### src/rtl/dc_rep_fifo.sv
// Reply flit buffer between the data-cache reply serializer and the ring-side arbiter.
// Show-ahead FIFO; rdy and valid are decoded only from the registered occupancy count.
module dc_rep_fifo #(
  parameter int DEPTH  = 16,
  parameter int ADDR_W = 4
) (
  input  logic              clk,
  input  logic              rst,
  input  logic [15:0]       dc_flit_in,
  input  logic              v_dc_flit_in,
  output logic              rep_fifo_rdy,
  output logic [15:0]       rep_flit_out,
  output logic              v_rep_flit_out,
  input  logic              rep_flit_ack,
  output logic [ADDR_W:0]   rep_fifo_cnt,
  output logic              rep_fifo_ovf
);

  localparam logic [ADDR_W:0] FULL_CNT = (ADDR_W+1)'(DEPTH);

  logic [15:0]       mem [DEPTH];
  logic [ADDR_W-1:0] wr_ptr;
  logic [ADDR_W-1:0] rd_ptr;
  logic [ADDR_W:0]   cnt;
  logic              ovf;
  logic              push;
  logic              pop;

  // Flags come from the registered count, so an ack never opens rdy in the same cycle.
  assign rep_fifo_rdy   = (cnt != FULL_CNT);
  assign v_rep_flit_out = (cnt != '0);
  assign push           = v_dc_flit_in & rep_fifo_rdy;
  assign pop            = rep_flit_ack & v_rep_flit_out;
  assign rep_flit_out   = v_rep_flit_out ? mem[rd_ptr] : 16'h0000;
  assign rep_fifo_cnt   = cnt;
  assign rep_fifo_ovf   = ovf;

  always_ff @(posedge clk) begin
    if (push) begin
      mem[wr_ptr] <= dc_flit_in;
    end
  end

  // Pointers wrap naturally because DEPTH is a power of two.
  always_ff @(posedge clk) begin
    if (rst) begin
      wr_ptr <= '0;
      rd_ptr <= '0;
      cnt    <= '0;
      ovf    <= 1'b0;
    end else begin
      if (push) begin
        wr_ptr <= wr_ptr + ADDR_W'(1);
      end
      if (pop) begin
        rd_ptr <= rd_ptr + ADDR_W'(1);
      end
      case ({push, pop})
        2'b10:   cnt <= cnt + (ADDR_W+1)'(1);
        2'b01:   cnt <= cnt - (ADDR_W+1)'(1);
        default: cnt <= cnt;
      endcase
      if (v_dc_flit_in && !rep_fifo_rdy) begin
        ovf <= 1'b1;
      end
    end
  end

endmodule

### config.mk
export PLATFORM = sky130hd
export DESIGN_NAME = dc_rep_fifo
export DESIGN_NICKNAME = d
export VERILOG_FILES = /design/src/rtl/dc_rep_fifo.sv
export SDC_FILE = /design/constraint.sdc
export NUM_CORES = 1
export LEC_CHECK = 0
export ABC_AREA = 0
export CORE_ASPECT_RATIO = 0.5
export CORE_MARGIN = 5
export CORE_UTILIZATION = 54
export DETAILED_ROUTE_END_ITERATION = 8
export PLACE_DENSITY = 0.81
export SYNTH_ARGS = -nofsm -noshare
export SYNTH_HDL_FRONTEND = slang
export SYNTH_SLANG_ARGS = --single-unit
### constraint.sdc
create_clock -name clk -period 2.75 [get_ports clk]
set_input_delay 0.275 -clock clk [delete_from_list [all_inputs] [get_ports clk]]
set_output_delay 0.275 -clock clk [all_outputs]
set_load 0.01 [all_outputs]
# After elaboration in Yosys (flattened, before gate mapping)
# Memories as Yosys holds them, arrays and structs flattened. A register that Yosys moved wholly into a read port is not among the register bits.
# Index checks and enable logic that the tools add are counted.
word_totals:
  ff_bits: 14
  ramBits: 256
  out_inout_bits: 24
  elab_cells: 24
  mem_count: 1
op_classes:
  addsub: 4
  eq_ne: 3
  n_mux: 6
  bitwise: 2
  reduce_logical: 4
memory_table:
  columns: ["memory", "depth", "width", "read_ports", "rd_clocked_by_memory_dff", "write_ports", "line_no", "text"]
  rows:
  - ["mem", 16, 16, 1, 1, 1, "21", "logic [15:0] mem [DEPTH];"]
op_table:
  columns: ["operator", "n"]
  rows:
  - ["2-to-1 mux 16 bit", 1]
  - ["case mux 5 bit (2 select lines)", 1]
  - ["adder 4 x 1 -> 4 bit (second input constant)", 2]
  - ["2-to-1 mux 4 bit", 2]
  - ["adder 5 x 1 -> 5 bit (second input constant)", 1]
  - ["inequality test 5 bit (second input constant)", 1]
  - ["nonzero test 5 bit", 1]
  - ["subtractor 5 x 1 -> 5 bit (second input constant)", 1]
  - ["AND 1 bit", 2]
  - ["equality test 2 x 1 -> 1 bit (second input constant)", 1]
  - ["equality test 2 bit (second input constant)", 1]
  - ["2-to-1 mux 1 bit", 2]
  - ["nonzero test 2 bit", 1]
  - ["logical AND 1 bit", 1]
  - ["logical NOT 1 bit", 1]

# Longest topological paths before layout
# Gate-level depths: netlist (run 1).
depth:
  depth_word: 4
  ltp_mapped: 13
  mapped_depth_nobuf: 10

# Worst setup path before layout (run 1)
# No wires, ideal clock.
synth_timing:
  path_kind: "register to register"
  startpoint: "register cnt[1] (netlist: rep_fifo_cnt[1])"
  endpoint: "register cnt[4] (netlist: rep_fifo_cnt[4])"
  setup_ns: 0.129
  t_arrival_ns: 2.800
  required_time_ns: 2.621
  setup_slack_ns: -0.179
  path_stages_with_launch: 13
  n_path_buf: 3
  synth_period_minus_slack_ns: 2.929
  cell_sequence: "dfxtp_1 > buf_6 > or4_4 > buf_6 > o21ai_1 > inv_1 > ha_1 > clkbuf_1 > xor2_1 > ha_1 > o31ai_1 > o22ai_1 > nand4bb_1"
synth_between:
  elab_chain_len: 4
  word_cells_on_any_way: 10
  cone_classes: "add/sub: 2; eq/ne: 3; mux: 1; bitwise: 2; reduce/logical: 2"
synth_rtl:
  columns: ["item", "line_no", "text"]
  rows:
  - ["start, declared", "24", "logic [ADDR_W:0] cnt;"]
  - ["start signal, assigned", "59", "2'b10: cnt <= cnt + (ADDR_W+1)'(1);"]
  - ["start signal, assigned", "60", "2'b01: cnt <= cnt - (ADDR_W+1)'(1);"]
  - ["start signal, assigned", "61", "default: cnt <= cnt;"]
  - ["nonzero test 5 bit (*)", "31", "assign v_rep_flit_out = (cnt != '0);"]
  - ["AND 1 bit (*)", "33", "assign pop = rep_flit_ack & v_rep_flit_out;"]
  - ["via pop", "27", "logic pop;"]
  - ["equality test 2 x 1 -> 1 bit or equality test 2 bit (tied branches)", "58", "case ({push, pop})"]
  - ["case mux 5 bit (2 select lines) or nonzero test 2 bit (tied branches)", null, null]
# The timed path passes the listed nets; every way through them passes the cells marked *.
# A chain may end at the register's enable or synchronous reset.

==> impl_results.md, run 1 <==
- Status: complete, but fails checks
- Failing checks: setup timing
- Synthesized area: 10800 µm²
- Pwr/cell area: 851 nW/µm²
- First-pass GRT wire length: 36.3 mm
- Peak supply drop: 0.500 mV
- Total track usage: 21.3%
- # IOs: 44
- Register area: 8050 µm²
- Area of the multi-input gates: 2710 µm²
- Largest net degree at the start of global routing: 34
- Synth area leader: edfxtp_1
- TritonCTS Buffers: 24
- Routed Antenna Nets: 0
- DP HPWL: 13.5 mm
- Number of diodes: 0
- CP dominant cell by count: buf_12
- Layout area overhead: 19.1%
- Post-Synthesis Cells: 527
- Final Max Tran Viols: 0
- TritonCTS clock tree: built
- Post-synth top area share: 71.0%
- Synth top area cells: edfxtp_1, mux4_2, dfxtp_1, mux2_2, a221o_1
- NumNets Final: 656
- Most common cell after layout, fill and taps aside: edfxtp_1
- Hold Crit Class: reg2reg
- CP cell instances: buf_12, buf_12, mux4_2, mux2_4, a221o_1, buf_2
- DRT Pass-1 Iters: 5
- Setup Crit Path Kind: reg2out
- Min-delay src: rep_fifo_ovf$_SDFFE_PP0P_
- Worst skew pair latency: 0.54 ns
- Switch Pwr: 2.94 mW
- Highest Clock Rate: 361 MHz
- Final WL: 23.9 mm
- Hold Vio Cnt, Final: 0
- DIE HEIGHT: 110 µm
- Tcrit/Tclk final: 101%
- Critical path required time: 2.48 ns
- Mapped Nets: 555
- Root buf cell: clkbuf_16
- Max stage delay cell, worst path: mux4_2
- Minimum clock period: 2.77 ns
- Sequential power share: 43.9%
- Main synth FF type: edfxtp_1
- Vias: 5647
- Kind of end point of the critical path: output pin
- Slew @ Worst Pin: 1.26 ns
- Post-layout power: 11.0 mW
- Final core occ: 65.8%
- # hold bufs at CTS: 0
- Average size of a mapped cell: 20.5 µm²
- # clock sinks: 274
- Crit Path Max Fanout: 6
- Yosys warns: 0
- RSZ-0062 raised after global routing: yes
- Combinational fraction of design power: 25.6%
- Critical Path AT: 2.49 ns
- Int Pwr: 8.03 mW
- Sequential element share of the synthesized area: 74.3%
- CTS H-Tree Depth: 1
- #FFs+latches synth: 274
- Vias per Instance: 6.19
- WHS Path Cells: 2
- Starting Density: 55.3%
- Number of global-route vias before repair: 5839
- Crit path largest cell delay: 0.50 ns
- Max Cap Viol: 0
- Clock share of power: 30.4%
- Crit path setup slack, layout: -0.0163 ns
- Row count: 36
- Share of layout cells above drive strength 1: 34.4%
- Yosys cell types: 52
- Die area: 23200 µm²
- Number of flops mapped to enable cells by yosys: 256
- Switching share of total power: 26.8%
- Global placement routability congestion: 0.785
- Worst setup SP type: register
- IO buf count: 43
- DR iter-0 viols: 611
- Max_slew headroom: 15.8%
- FF-to-FF Start: rep_fifo_cnt[2]$_SDFFE_PP0P_
- Worst Skew: 0.0316 ns
- # DRC: 0
- Antenna violations before repair: 0
- CTS Buffer Depth: 3
- Number of fillers in the final layout: 1222
- Width of the die: 210 µm
- R2R cell count: 10
- Routed WL per cell: 26.2 µm
- # setup viols final: 4
- Total global routing overflow: 0
- Leakage: 4.25 nW
- Reg clk slew, reported paths: 0.07 ns
- Async S/R FF share, synth: 0%
- WHS: 0.499 ns
- Most frequent cells in the layout: edfxtp_1, mux4_2, buf_4
- Core Box Area: 19600 µm²
## sequential cells by signal (all words and copies together) (netlist names), named ones only
| register | count |
|---|---|
| rep_fifo_cnt | 5 |
| rep_fifo_ovf | 1 |
| rd_ptr | 4 |
| mem | 256 |
| wr_ptr | 4 |
## metal layers
metal  vias up  wire length, µm  global-route usage, %
met5         -                0                      0
met4         0              606                   6.89
li1       2376                -                      -
met3        40             2040                   4.21
met2       306            11600                   34.8
met1      2925             9610                   29.8
## per-stage QoR
step,setup WS [ns],setup TNS [ns],instances,area [µm²]
final,-0.0163,-0.0386,912,12900
after global routing,-0.0830,-0.821,912,12900
after CTS,-0.0223,-0.0610,911,12900
after detailed placement,0.0234,0,851,12000
after global placement,0.160,0,851,12000
after floorplan,-0.0341,-0.0341,527,10900
## cells in the mapped netlist (all sizes together), types with 3 or more instances
cell type,instances
a221o,16
ha,8
buf,19
o21a,3
edfxtp,256
o211ai,4
nor2,28
dfxtp,18
mux2,16
xor2,6
nor3,7
inv,6
nand2,9
nor2b,18
mux2i,3
clkbuf,10
mux4,64
## power by group through the flow
stage / Combinational (mW) / Sequential [mW] / Clock [mW]
after floorplan: 1.61 / 4.89 / 0
after global placement: 2.65 / 4.90 / 0
after detailed placement: 2.70 / 4.91 / 0
after CTS: 2.79 / 4.81 / 3.36
after global routing: 2.99 / 4.83 / 3.58
final: 2.81 / 4.82 / 3.34
## what timing repair did
item | 4_1_cts | 5_1_grt
cloned | 1 | 0
endpoints found under the hold margin | 0 | 0
setup buffers | 15 | 4
resized for setup | 83 | 11
pin swaps | 2 | 5
endpoints found under the setup margin | 16 | 17
## area by class of cell
type | instances | area share [%]
clock buffer | 31 | 5.02
clock inverter | 13 | 0.970
inverter | 7 | 0.204
multi-input combinational | 217 | 21.0
sequential | 274 | 62.5
tap | 266 | 2.58
timing repair buffer | 104 | 7.76
## cells by family (layout without fill, tap and decap cells)
| logic type | count (synthesis) | in the layout | synth area share (%) |
|---|---|---|---|
| buffers and inverters | 36 | 155 | 1.72 |
| XOR/XNOR | 7 | 7 | 0.566 |
| multiplexers | 83 | 83 | 15.3 |
| flip-flops | 274 | 274 | 74.3 |
| adder cells (fa/ha/maj) | 8 | 8 | 0.924 |
| AO/OA/AOI/OAI | 39 | 39 | 3.25 |
| AND/OR/NAND/NOR | 80 | 80 | 3.96 |
## critical path: cells and delay by family, from the launching register on
| family | cells | cell delay (ns) |
|---|---|---|
| AOI/OAI and AO/OA | 1 | 0.33 |
| muxes | 2 | 0.78 |
| buffers and inverters | 3 | 0.42 |
| DFF | 1 | 0.42 |
## path summary, 6_finish.rpt
check / slack [ns] / end
worst min register to register: 0.50 / rep_fifo_ovf$_SDFFE_PP0P_
worst min-delay path: 0.50 / rep_fifo_ovf$_SDFFE_PP0P_
worst max register to register: 0.15 / rep_fifo_cnt[4]$_SDFFE_PP0P_
worst max-delay path: -0.02 / rep_flit_out[0]
(Power assumes the default switching activity.)
==> run 2: changes to the inputs <==
- CTS_CLUSTER_DIAMETER: default -> 120
==> results of run 2 <==
The final DEF is identical to that of run 1; final timing and power are the same.
==> run 3: changes to the inputs <==
- SLEW_MARGIN: default -> 40
==> run 3 against run 2 <==
Effect of this change:
- the run still ends with setup timing left
- utilization increased by 0.56 points
- flip-flop and latch count unchanged
- sequential power about the same
- die area unchanged
- total power increased by 1.5%
- combinational power increased by 1%
- register-to-register slack got worse by 0.08 ns
- cell area increased by 0.85%
- critical path depth unchanged
- worst hold slack improved by 0.0065 ns
- clock skew decreased by 0.021 ns
- largest cell class unchanged
==> impl_results.md, run 3 (synthesis gave the netlist of run 1 again) <==
- Status: complete, but fails checks (unchanged)
- Failing checks: setup timing (unchanged)
- CTS H-Tree Depth: 1 (unchanged)
- Die area: 23200 µm² (unchanged)
- Kind of end point of the critical path: output pin (unchanged)
- Final Max Tran Viols: 0 (unchanged)
- Critical path required time: 2.48 ns (about the same)
- Combinational fraction of design power: 25.6% (about the same)
- Max Cap Viol: 0 (unchanged)
- RSZ-0062 raised after global routing: yes (unchanged)
- Largest net degree at the start of global routing: 34 (unchanged)
- DP HPWL: 13.5 mm (about the same)
- Core Box Area: 19600 µm² (unchanged)
- DRT Pass-1 Iters: 7 (was 5)
- CTS Buffer Depth: 3 (unchanged)
- Pwr/cell area: 857 nW/µm² (was 851 nW/µm²)
- Most frequent cells in the layout: edfxtp_1, mux4_2, buf_4 (unchanged)
- Highest Clock Rate: 358 MHz (was 361 MHz)
- Max reg flops: 256 (unchanged)
- Root buf cell: clkbuf_16 (unchanged)
- Tcrit/Tclk final: 101% (about the same)
- # IOs: 44 (unchanged)
- Place WS: 0.0149 ns (was 0.0234 ns)
- DIE HEIGHT: 110 µm (unchanged)
- # clock sinks: 274 (unchanged)
- TritonCTS Buffers: 24 (unchanged)
- DR iter-0 viols: 687 (was 611)
- Antenna violations before repair: 0 (unchanged)
- Crit Path Max Fanout: 6 (unchanged)
- Number of global-route vias before repair: 5804 (was 5839)
- Total global routing overflow: 0 (unchanged)
- TritonCTS clock tree: built (unchanged)
- Worst Hold End: rep_fifo_ovf$_SDFFE_PP0P_ (unchanged)
- Number of diodes: 0 (unchanged)
- Critical R2R Capture: rep_fifo_cnt[4]$_SDFFE_PP0P_ (unchanged)
- Sequential power share: 43.3% (was 43.9%)
- FF-to-FF Start: rep_fifo_cnt[1]$_SDFFE_PP0P_ (was rep_fifo_cnt[2]$_SDFFE_PP0P_)
- Min-delay src: rep_fifo_ovf$_SDFFE_PP0P_ (unchanged)
- Area of the multi-input gates: 2710 µm² (about the same)
- Leakage: 4.30 nW (was 4.25 nW)
- Register area: 8050 µm² (unchanged)
- Hold Vio Cnt, Final: 0 (unchanged)
- Global placement routability congestion: 0.785 (unchanged)
- Crit path largest cell delay: 0.53 ns (was 0.50 ns)
- R2r setup slk: 0.07 ns (was 0.15 ns)
- Max_slew headroom: 50.7% (was 15.8%)
- Top reg by flops: mem (unchanged)
- Hold Crit Class: reg2reg (unchanged)
- Clock share of power: 31.2% (was 30.4%)
- Minimum clock period: 2.79 ns (was 2.77 ns)
- Int Pwr: 8.23 mW (was 8.03 mW)
- CP cell instances: buf_12, buf_4, mux4_2, mux2_4, a221o_1, buf_2 (was buf_12, buf_12, mux4_2, mux2_4, a221o_1, buf_2)
- Max stage delay cell, worst path: mux4_2 (unchanged)
- Reg clk slew, reported paths: 0.07 ns (about the same)
- Worst Skew: 0.0106 ns (was 0.0316 ns)
- Vias per Instance: 6.15 (was 6.19)
- Worst setup SP type: register (unchanged)
- Routed Antenna Nets: 0 (unchanged)
- # hold bufs at CTS: 0 (unchanged)
- Routed WL per cell: 26.4 µm (was 26.2 µm)
- Setup Crit Path Kind: reg2out (unchanged)
- # DRC: 0 (unchanged)
- R2R cell count: 10 (unchanged)
- Crit path setup slack, layout: -0.0405 ns (was -0.0163 ns)
- Switch Pwr: 2.90 mW (was 2.94 mW)
- Critical Path AT: 2.52 ns (was 2.49 ns)
- Peak supply drop: 0.510 mV (was 0.500 mV)
- Width of the die: 210 µm (unchanged)
- Row count: 36 (unchanged)
- # setup viols final: 2 (was 4)
- Share of layout cells above drive strength 1: 34.8% (was 34.4%)
- Total track usage: 21.5% (was 21.3%)
- Number of fillers in the final layout: 1202 (was 1222)
- Worst skew pair latency: 0.51 ns (was 0.54 ns)
- First-pass GRT wire length: 36.6 mm (was 36.3 mm)
- Layout area overhead: 20.1% (was 19.1%)
- Dpl cells: 851 (unchanged)
- Final WL: 24.2 mm (was 23.9 mm)
- Slew @ Worst Pin: 0.738 ns (was 1.26 ns)
- Switching share of total power: 26.1% (was 26.8%)
- NumNets Final: 660 (was 656)
- Vias: 5635 (was 5647)
- Fin cells: 916 (was 912)
- Starting Density: 55.3% (unchanged)
- Most common cell after layout, fill and taps aside: edfxtp_1 (unchanged)
- WHS Path Cells: 2 (unchanged)
- IO buf count: 43 (unchanged)
-- run 3: timing repair --
| action | 4_1_cts | 5_1_grt |
|---|---|---|
| endpoints found under the hold margin | 0 | 0 |
| gates cloned | 1 | 0 |
| pin swaps | 2 | 3 |
| setup endpoints to repair | 17 | 16 |
| resized for setup | 69 | 22 |
| buffers inserted | 18 | 3 |
-- run 3: worst max-delay path: cells and delay by family, from the launching register on --
kind                   cells  cell delay [ns]
AO/OA/AOI/OAI              1             0.33
buffers and inverters      3             0.42
flip-flops                 1             0.43
multiplexers               2             0.81
-- run 3: power groups by stage --
stage	logic (mW)	clock network [mW]	registers, mW
floorplan	1.61	0	4.89
global placement	2.65	0	4.90
detailed placement	2.70	0	4.91
CTS	2.75	3.50	4.81
global route	3.03	3.71	4.83
finish	2.85	3.47	4.82
-- run 3: routing by layer --
metal	wire length (µm)	GRT usage, %	part of all wire [%]	vias up
li1	-	-	-	2387
met1	9420	29.4	39	2886
met2	12000	36.3	50	319
met3	2200	4.47	9.1	43
met4	558	5.68	2.3	0
met5	0	0	0	-
-- run 3: final cells by class --
class                      instances  share of cell area (%)
timing repair buffer             108                    8.21
sequential                       274                    61.9
multi-input combinational        217                    20.9
clock inverter                    17                    1.38
clock buffer                      27                    4.87
inverter                           7                   0.202
tap                              266                    2.56
-- run 3: worst max path at each step --
| stage | from | endpoint | cells after the start |
|---|---|---|---|
| global route | register | rep_flit_out[6] | 6 |
| floorplan | rep_fifo_cnt[1]$_SDFFE_PP0P_ | rep_fifo_cnt[4]$_SDFFE_PP0P_ | 12 |
| detailed placement | rep_fifo_cnt[0]$_SDFFE_PP0P_ | rep_fifo_cnt[4]$_SDFFE_PP0P_ | 11 |
| global placement | register | rep_flit_out[0] | 5 |
| CTS | register | rep_flit_out[7] | 5 |
| finish | register | rep_flit_out[0] | 6 |
-- run 3: per-stage QoR --
stage                     util (%)  power (mW)  hold WS, ns  setup TNS [ns]  area, µm²
after floorplan                  -        6.51        0.374         -0.0341      10900
after detailed placement      61.1        7.61        0.487               0      12000
after global placement        61.0        7.54        0.462               0      12000
after CTS                     65.9        11.1        0.508         -0.0626      12900
final                         66.4        11.1        0.505         -0.0412      13000
after global routing          66.4        11.6        0.536          -0.684      13000
